[config.mk]
export PLATFORM = sky130hd
export DESIGN_NAME = mdu_ctrl
export DESIGN_NICKNAME = d
export VERILOG_FILES = /design/src/rtl/mdu_ctrl.sv
export SDC_FILE = /design/constraint.sdc
export NUM_CORES = 1
export LEC_CHECK = 0
export CORE_MARGIN = 2
export CORE_UTILIZATION = 55
export DETAILED_ROUTE_END_ITERATION = 8
export DONT_BUFFER_PORTS = 1
export PLACE_DENSITY = 0.71
export SLEW_MARGIN = 30
export SYNTH_ARGS = -nofsm -noshare
export SYNTH_HDL_FRONTEND = slang
export SYNTH_SLANG_ARGS = --single-unit
export TNS_END_PERCENT = 50
[constraint.sdc]
create_clock -name clk -period 4.9 [get_ports clk]
set_input_delay 0.735 -clock clk [delete_from_list [all_inputs] [get_ports clk]]
set_output_delay 0.735 -clock clk [all_outputs]
set_load 0.01 [all_outputs]
[src/rtl/mdu_ctrl.sv]
// mdu_ctrl: iterative multiply/divide sequencer for the EX stage.
// Decodes MULT/MULTU/DIV/DIVU/MFHI/MFLO/MTHI/MTLO, runs a 1-bit-per-cycle
// shift-add multiplier or restoring divider, and owns the HI/LO registers.
// Ports:
//   clk, rst_n          clock, asynchronous active-low reset
//   EX_valid            EX holds a real instruction
//   EX_op, EX_func      instruction opcode / func fields
//   EX_busA, EX_busB    rs / rt operands (forwarded)
//   cancel              flush; aborts any operation in progress
//   stall               combinational hold request to the hazard logic
//   busy                sequencer not idle
//   done                one-cycle pulse after HI/LO written by mult/div
//   HI, LO              result registers
//   EX_MULT_result      {HI, LO}
//   md_rdata            HI for MFHI, else LO (combinational)
module mdu_ctrl #(
  parameter int unsigned WIDTH = 32,
  parameter int unsigned CNT_W = 6
) (
  input  logic                 clk,
  input  logic                 rst_n,
  input  logic                 EX_valid,
  input  logic [5:0]           EX_op,
  input  logic [5:0]           EX_func,
  input  logic [WIDTH-1:0]     EX_busA,
  input  logic [WIDTH-1:0]     EX_busB,
  input  logic                 cancel,
  output logic                 stall,
  output logic                 busy,
  output logic                 done,
  output logic [WIDTH-1:0]     HI,
  output logic [WIDTH-1:0]     LO,
  output logic [2*WIDTH-1:0]   EX_MULT_result,
  output logic [WIDTH-1:0]     md_rdata
);

  localparam int unsigned ACC_W = 2 * WIDTH;

  localparam logic [5:0] F_MFHI  = 6'h10;
  localparam logic [5:0] F_MTHI  = 6'h11;
  localparam logic [5:0] F_MFLO  = 6'h12;
  localparam logic [5:0] F_MTLO  = 6'h13;
  localparam logic [5:0] F_MULT  = 6'h18;
  localparam logic [5:0] F_MULTU = 6'h19;
  localparam logic [5:0] F_DIV   = 6'h1A;
  localparam logic [5:0] F_DIVU  = 6'h1B;

  localparam logic [CNT_W-1:0] LAST_ITER = CNT_W'(WIDTH - 1);

  typedef enum logic [1:0] {
    IDLE = 2'd0,
    MUL  = 2'd1,
    DIV  = 2'd2,
    FIX  = 2'd3
  } state_t;

  state_t             state;
  logic [ACC_W-1:0]   acc;       // mult: {partial product, multiplier}; div: {remainder, quotient}
  logic [WIDTH-1:0]   opnd;      // multiplicand or divisor magnitude
  logic [CNT_W-1:0]   cnt;
  logic               sign_a;
  logic               sign_b;
  logic               op_div;
  logic               div_zero;
  logic [WIDTH-1:0]   hi_q;
  logic [WIDTH-1:0]   lo_q;

  // Instruction decode
  logic dec, is_mult, is_multu, is_div, is_divu, is_mfhi, is_mthi, is_mflo, is_mtlo;
  logic md_class, start_mul, start_div, op_signed;

  always_comb begin
    dec       = EX_valid && (EX_op == 6'd0);
    is_mult   = dec && (EX_func == F_MULT);
    is_multu  = dec && (EX_func == F_MULTU);
    is_div    = dec && (EX_func == F_DIV);
    is_divu   = dec && (EX_func == F_DIVU);
    is_mfhi   = dec && (EX_func == F_MFHI);
    is_mthi   = dec && (EX_func == F_MTHI);
    is_mflo   = dec && (EX_func == F_MFLO);
    is_mtlo   = dec && (EX_func == F_MTLO);
    md_class  = is_mult | is_multu | is_div | is_divu | is_mfhi | is_mthi | is_mflo | is_mtlo;
    start_mul = is_mult | is_multu;
    start_div = is_div | is_divu;
    op_signed = is_mult | is_div;
  end

  // Operand magnitudes for signed ops
  logic [WIDTH-1:0] a_abs, b_abs;
  logic             a_neg, b_neg;

  always_comb begin
    a_neg = op_signed & EX_busA[WIDTH-1];
    b_neg = op_signed & EX_busB[WIDTH-1];
    a_abs = a_neg ? (WIDTH'(0) - EX_busA) : EX_busA;
    b_abs = b_neg ? (WIDTH'(0) - EX_busB) : EX_busB;
  end

  // One shift-add multiply step
  logic [WIDTH:0]   mul_sum;
  logic [ACC_W-1:0] mul_next;

  always_comb begin
    mul_sum  = {1'b0, acc[ACC_W-1:WIDTH]} + (acc[0] ? {1'b0, opnd} : (WIDTH+1)'(0));
    mul_next = {mul_sum, acc[WIDTH-1:1]};
  end

  // One restoring divide step; the difference always fits in WIDTH bits when taken
  logic [WIDTH:0]   div_sh;
  logic [WIDTH-1:0] div_diff;
  logic             div_ge;
  logic [ACC_W-1:0] div_next;

  always_comb begin
    div_sh   = {acc[ACC_W-1:WIDTH], acc[WIDTH-1]};
    div_ge   = (div_sh >= {1'b0, opnd});
    div_diff = div_sh[WIDTH-1:0] - opnd;
    div_next = div_ge ? {div_diff, acc[WIDTH-2:0], 1'b1}
                      : {div_sh[WIDTH-1:0], acc[WIDTH-2:0], 1'b0};
  end

  // Sign fix-up of the final unsigned result
  logic             neg_res;
  logic [ACC_W-1:0] prod_fix;
  logic [WIDTH-1:0] quo_fix, rem_fix;

  always_comb begin
    neg_res  = sign_a ^ sign_b;
    prod_fix = neg_res ? (ACC_W'(0) - acc) : acc;
    quo_fix  = neg_res ? (WIDTH'(0) - acc[WIDTH-1:0]) : acc[WIDTH-1:0];
    rem_fix  = sign_a ? (WIDTH'(0) - acc[ACC_W-1:WIDTH]) : acc[ACC_W-1:WIDTH];
  end

  // Sequencer and HI/LO registers
  always_ff @(posedge clk or negedge rst_n) begin
    if (!rst_n) begin
      state    <= IDLE;
      acc      <= '0;
      opnd     <= '0;
      cnt      <= '0;
      sign_a   <= 1'b0;
      sign_b   <= 1'b0;
      op_div   <= 1'b0;
      div_zero <= 1'b0;
      hi_q     <= '0;
      lo_q     <= '0;
      busy     <= 1'b0;
      done     <= 1'b0;
    end else begin
      done <= 1'b0;
      unique case (state)
        IDLE: begin
          if (!cancel) begin
            if (start_mul) begin
              state    <= MUL;
              busy     <= 1'b1;
              cnt      <= '0;
              opnd     <= a_abs;
              acc      <= {WIDTH'(0), b_abs};
              sign_a   <= a_neg;
              sign_b   <= b_neg;
              op_div   <= 1'b0;
              div_zero <= 1'b0;
            end else if (start_div) begin
              busy     <= 1'b1;
              cnt      <= '0;
              opnd     <= b_abs;
              sign_a   <= a_neg;
              sign_b   <= b_neg;
              op_div   <= 1'b1;
              if (EX_busB == WIDTH'(0)) begin
                // Divide by zero: skip iteration, FIX writes {busA, all-ones}
                state    <= FIX;
                div_zero <= 1'b1;
                acc      <= {EX_busA, {WIDTH{1'b1}}};
              end else begin
                state    <= DIV;
                div_zero <= 1'b0;
                acc      <= {WIDTH'(0), a_abs};
              end
            end else if (is_mthi) begin
              hi_q <= EX_busA;
            end else if (is_mtlo) begin
              lo_q <= EX_busA;
            end
          end
        end
        MUL, DIV: begin
          if (cancel) begin
            state <= IDLE;
            busy  <= 1'b0;
          end else begin
            acc <= (state == MUL) ? mul_next : div_next;
            cnt <= cnt + CNT_W'(1);
            if (cnt == LAST_ITER) state <= FIX;
          end
        end
        FIX: begin
          state <= IDLE;
          busy  <= 1'b0;
          if (!cancel) begin
            done <= 1'b1;
            if (div_zero) begin
              hi_q <= acc[ACC_W-1:WIDTH];
              lo_q <= acc[WIDTH-1:0];
            end else if (op_div) begin
              hi_q <= rem_fix;
              lo_q <= quo_fix;
            end else begin
              hi_q <= prod_fix[ACC_W-1:WIDTH];
              lo_q <= prod_fix[WIDTH-1:0];
            end
          end
        end
        default: begin
          state <= IDLE;
          busy  <= 1'b0;
        end
      endcase
    end
  end

  assign HI             = hi_q;
  assign LO             = lo_q;
  assign EX_MULT_result = {hi_q, lo_q};
  assign md_rdata       = is_mfhi ? hi_q : lo_q;
  assign stall          = EX_valid & md_class & (state != IDLE);

endmodule

==> results.json <==
{
  "start_util_pct": 55.6,
  "area_growth_pct": 3.16,
  "wire_per_inst_um": 28.3,
  "clock-sinks": 174,
  "cp-start-kind": "flop",
  "crit_chain": "inv_1 > buf_4 > nor2_1 > ha_1 > nand4_1 > or3_1 > a211oi_1 > or3_1 > o211ai_1 > a2111oi_0 > nor3_1 > o21a_1 > o31ai_1",
  "synthTopCellsByArea": "dfrtp_1 26%, o21ai_0 5.7%, ha_1 5.4%, nand2_1 4.9%, nor2_1 4.5%",
  "status": "finished clean",
  "grt_overflow": 0,
  "place_ws_ns": 0.866,
  "gr-usage-all-layers_pct": 42.1,
  "rr_worst_depth": 13,
  "max_slew_margin_pct": 37.0,
  "cts_setup_buffers": 0,
  "grt_max_degree": 175,
  "wl_um": 69500,
  "placement.io_buffers": 0,
  "ios": 243,
  "die_w_um": 179,
  "worstPathRequired_ns": 5.28,
  "timing.final.ws_setup_ns": 0.787,
  "critPathMaxStageDelay_ns": 0.70,
  "ys_ff_latch": 174,
  "rsz0062_at_grt": "no",
  "worstSkewPairLatency_ns": 0.47,
  "root_buffer": "clkbuf_16",
  "final-setup-viol-count": 0,
  "hold_viol": 0,
  "placedCellCount": 2417,
  "synth_nets": 2331,
  "drive_above_1_share_pct": 9.20,
  "finalNetCount": 2198,
  "num_rows": 64,
  "via_count": 17100,
  "cts_inserted_buffers": 17,
  "core_um2": 30400,
  "synth_edf_count": 0,
  "critical-path-top-delay-family": "compound AO/OA/AOI/OAI gates",
  "power_density_nw_per_um2": 632,
  "finalCritPeriodShare_pct": 83.9,
  "dp_hpwl_um": 53300,
  "synth_area_per_cell_um2": 7.78,
  "worstSetupPathType": "reg -> reg",
  "yosys.area.top_type_share_pct": 25.7,
  "clockBufferDepth": 2,
  "routabilityCongestion": 1.01,
  "grt_pass1_vias": 15200,
  "r2r_end": "acc[62]",
  "stdcell_count": 2452,
  "drc_errors": 0,
  "antenna_found_initial": 4,
  "viasPerCell": 6.97,
  "cp_slowest_cell": "a2111oi_0",
  "ir_drop_v": 0.000374,
  "antenna_left": 0,
  "dieArea_um2": 32200,
  "synth.cells.most_frequent": "223 x nand2_1, 204 x nor2_1, 192 x o21ai_0",
  "crit_arrival_ns": 4.49,
  "worst_slew_pin_slew_ns": 0.941,
  "synth-main-ff-cell": "dfrtp_1",
  "synth_cell_types": 77,
  "die_y_um": 179,
  "fmax_ghz": 0.243,
  "ys_warn_count": 0,
  "p_leak_uw": 0.00744,
  "dr.pass1.iters": 8,
  "hp-class": "in -> async",
  "cp-end-kind": "flop",
  "fin_setup_tns_ns": 0,
  "synthCells": 2176,
  "maxCapViolCount": 0,
  "skew_ns": 0.0177,
  "grt_pass1_wl_um": 99400,
  "async_flop_share_pct": 100,
  "r2r_setup_slack_ns": 0.79,
  "drtIter0Drc": 2469,
  "timing.critical_path.mode_cell": "or3_1",
  "reg2reg_from": "acc[0]",
  "finalCriticalPeriod_ns": 4.11,
  "yosys.area.top_type": "dfrtp_1",
  "h-tree-depth": 4,
  "synth-seq-area-share_pct": 25.7,
  "finalMaxSlewViolations": 0,
  "path_clk_slew_ns": 0.08,
  "cp_max_fo": 25,
  "cts_tree": "yes",
  "netlist_area_um2": 16900,
  "path_buf_inv": 2,
  "yosysMostFrequentCell": "nand2_1"
}
-- layout by cell type (no fill, tap or decap), types with 9 or more instances in the layout --
cell,instances
nand4_1,19
nand2b_1,15
o31ai_1,30
o221ai_1,19
buf_4,53
o211ai_1,20
o21a_1,12
or2_2,17
xnor2_1,85
nor2_1,203
or4_1,9
xor2_1,87
clkbuf_16,17
a21o_1,82
a211o_1,10
mux2i_1,46
ha_1,71
a21oi_1,152
o41ai_1,13
a221oi_1,17
a31oi_1,20
nor2b_1,14
and3_1,17
nor3_1,42
or3_1,23
and2_1,10
inv_1,62
nand2_1,222
nand3_1,45
nor4_1,22
mux2_2,62
o21ai_0,192
a211oi_1,61
dfrtp_1,174
-- repair_timing --
item,4_1_cts,5_1_grt
endpoints found under the hold margin,174,0
hold buffers,1,0
setup endpoints to repair,0,0
gates resized for setup,0,0
-- kinds of logic (layout without fill, tap and decap cells) --
logic type      after synthesis  count (layout)  share of synthesized area [%]
simple gates                690             690                           19.2
other cells                   0               1                              0
buf+inv                     270             149                           7.51
flops                       174             174                           25.7
xor+xnor                    172             172                           8.90
fa+ha+maj                    75              75                           5.64
compound gates              687             687                           26.1
mux                         108             108                           6.85
-- cell type report --
type,instances,area [um^2]
inverters,62,233
well taps,396,495
diodes,1,2.50
repair buffers,56,473
fillers,2902,13000
clock buffers,19,453
multi-input cells,1732,11300
flip-flops and latches,174,4350
clock inverters,12,125
-- registers in the layout, summed over array words and instances, names as in the netlist --
register and cells:
div_zero 1, state 2, done 1, busy 1, opnd 32, sign_b 1
op_div 1, acc 64, LO 32, cnt 6, HI 32, sign_a 1
-- layer usage --
layer	vias up	share of wire, %	track usage (%)
met5	-	0.092	0
met4	8	4.7	18.1
met3	193	12	11.9
met2	1233	43	62.0
met1	8110	40	57.7
li1	7558	-	-
-- report_power, final --
group          internal [uW]  switching (uW)
Clock                    739             683
Sequential              1930            1070
Combinational           2440            4170
-- through the flow --
stage / utilization (%) / cell area (um^2) / hold slack [ns] / power [uW]
after floorplan: - / 16900 / 0.439 / 7520
after global placement: 55.2 / 16800 / 0.443 / 9240
after detailed placement: 55.2 / 16800 / 0.443 / 9280
after CTS: 57.2 / 17400 / 0.333 / 10700
after global routing: 57.4 / 17500 / 0.183 / 11600
final: 57.4 / 17500 / 0.156 / 11000
-- worst max-delay path by stage --
| stage | from | end | slack (ns) | cells after the start |
|---|---|---|---|---|
| 3_5_place_dp | EX_busB[14] | acc[6] | 0.87 | 10 |
| 3_3_place_gp | acc[0] | acc[60] | 0.96 | 11 |
| 5_1_grt | acc[0] | acc[63] | 0.53 | 12 |
| 6_report | acc[0] | acc[62] | 0.79 | 13 |
| 4_1_cts | acc[0] | acc[62] | 0.89 | 13 |
| 2_1_floorplan | EX_op[5] | md_rdata[10] | 1.48 | 6 |
Note: power is estimated with default switching activity, not from simulation.
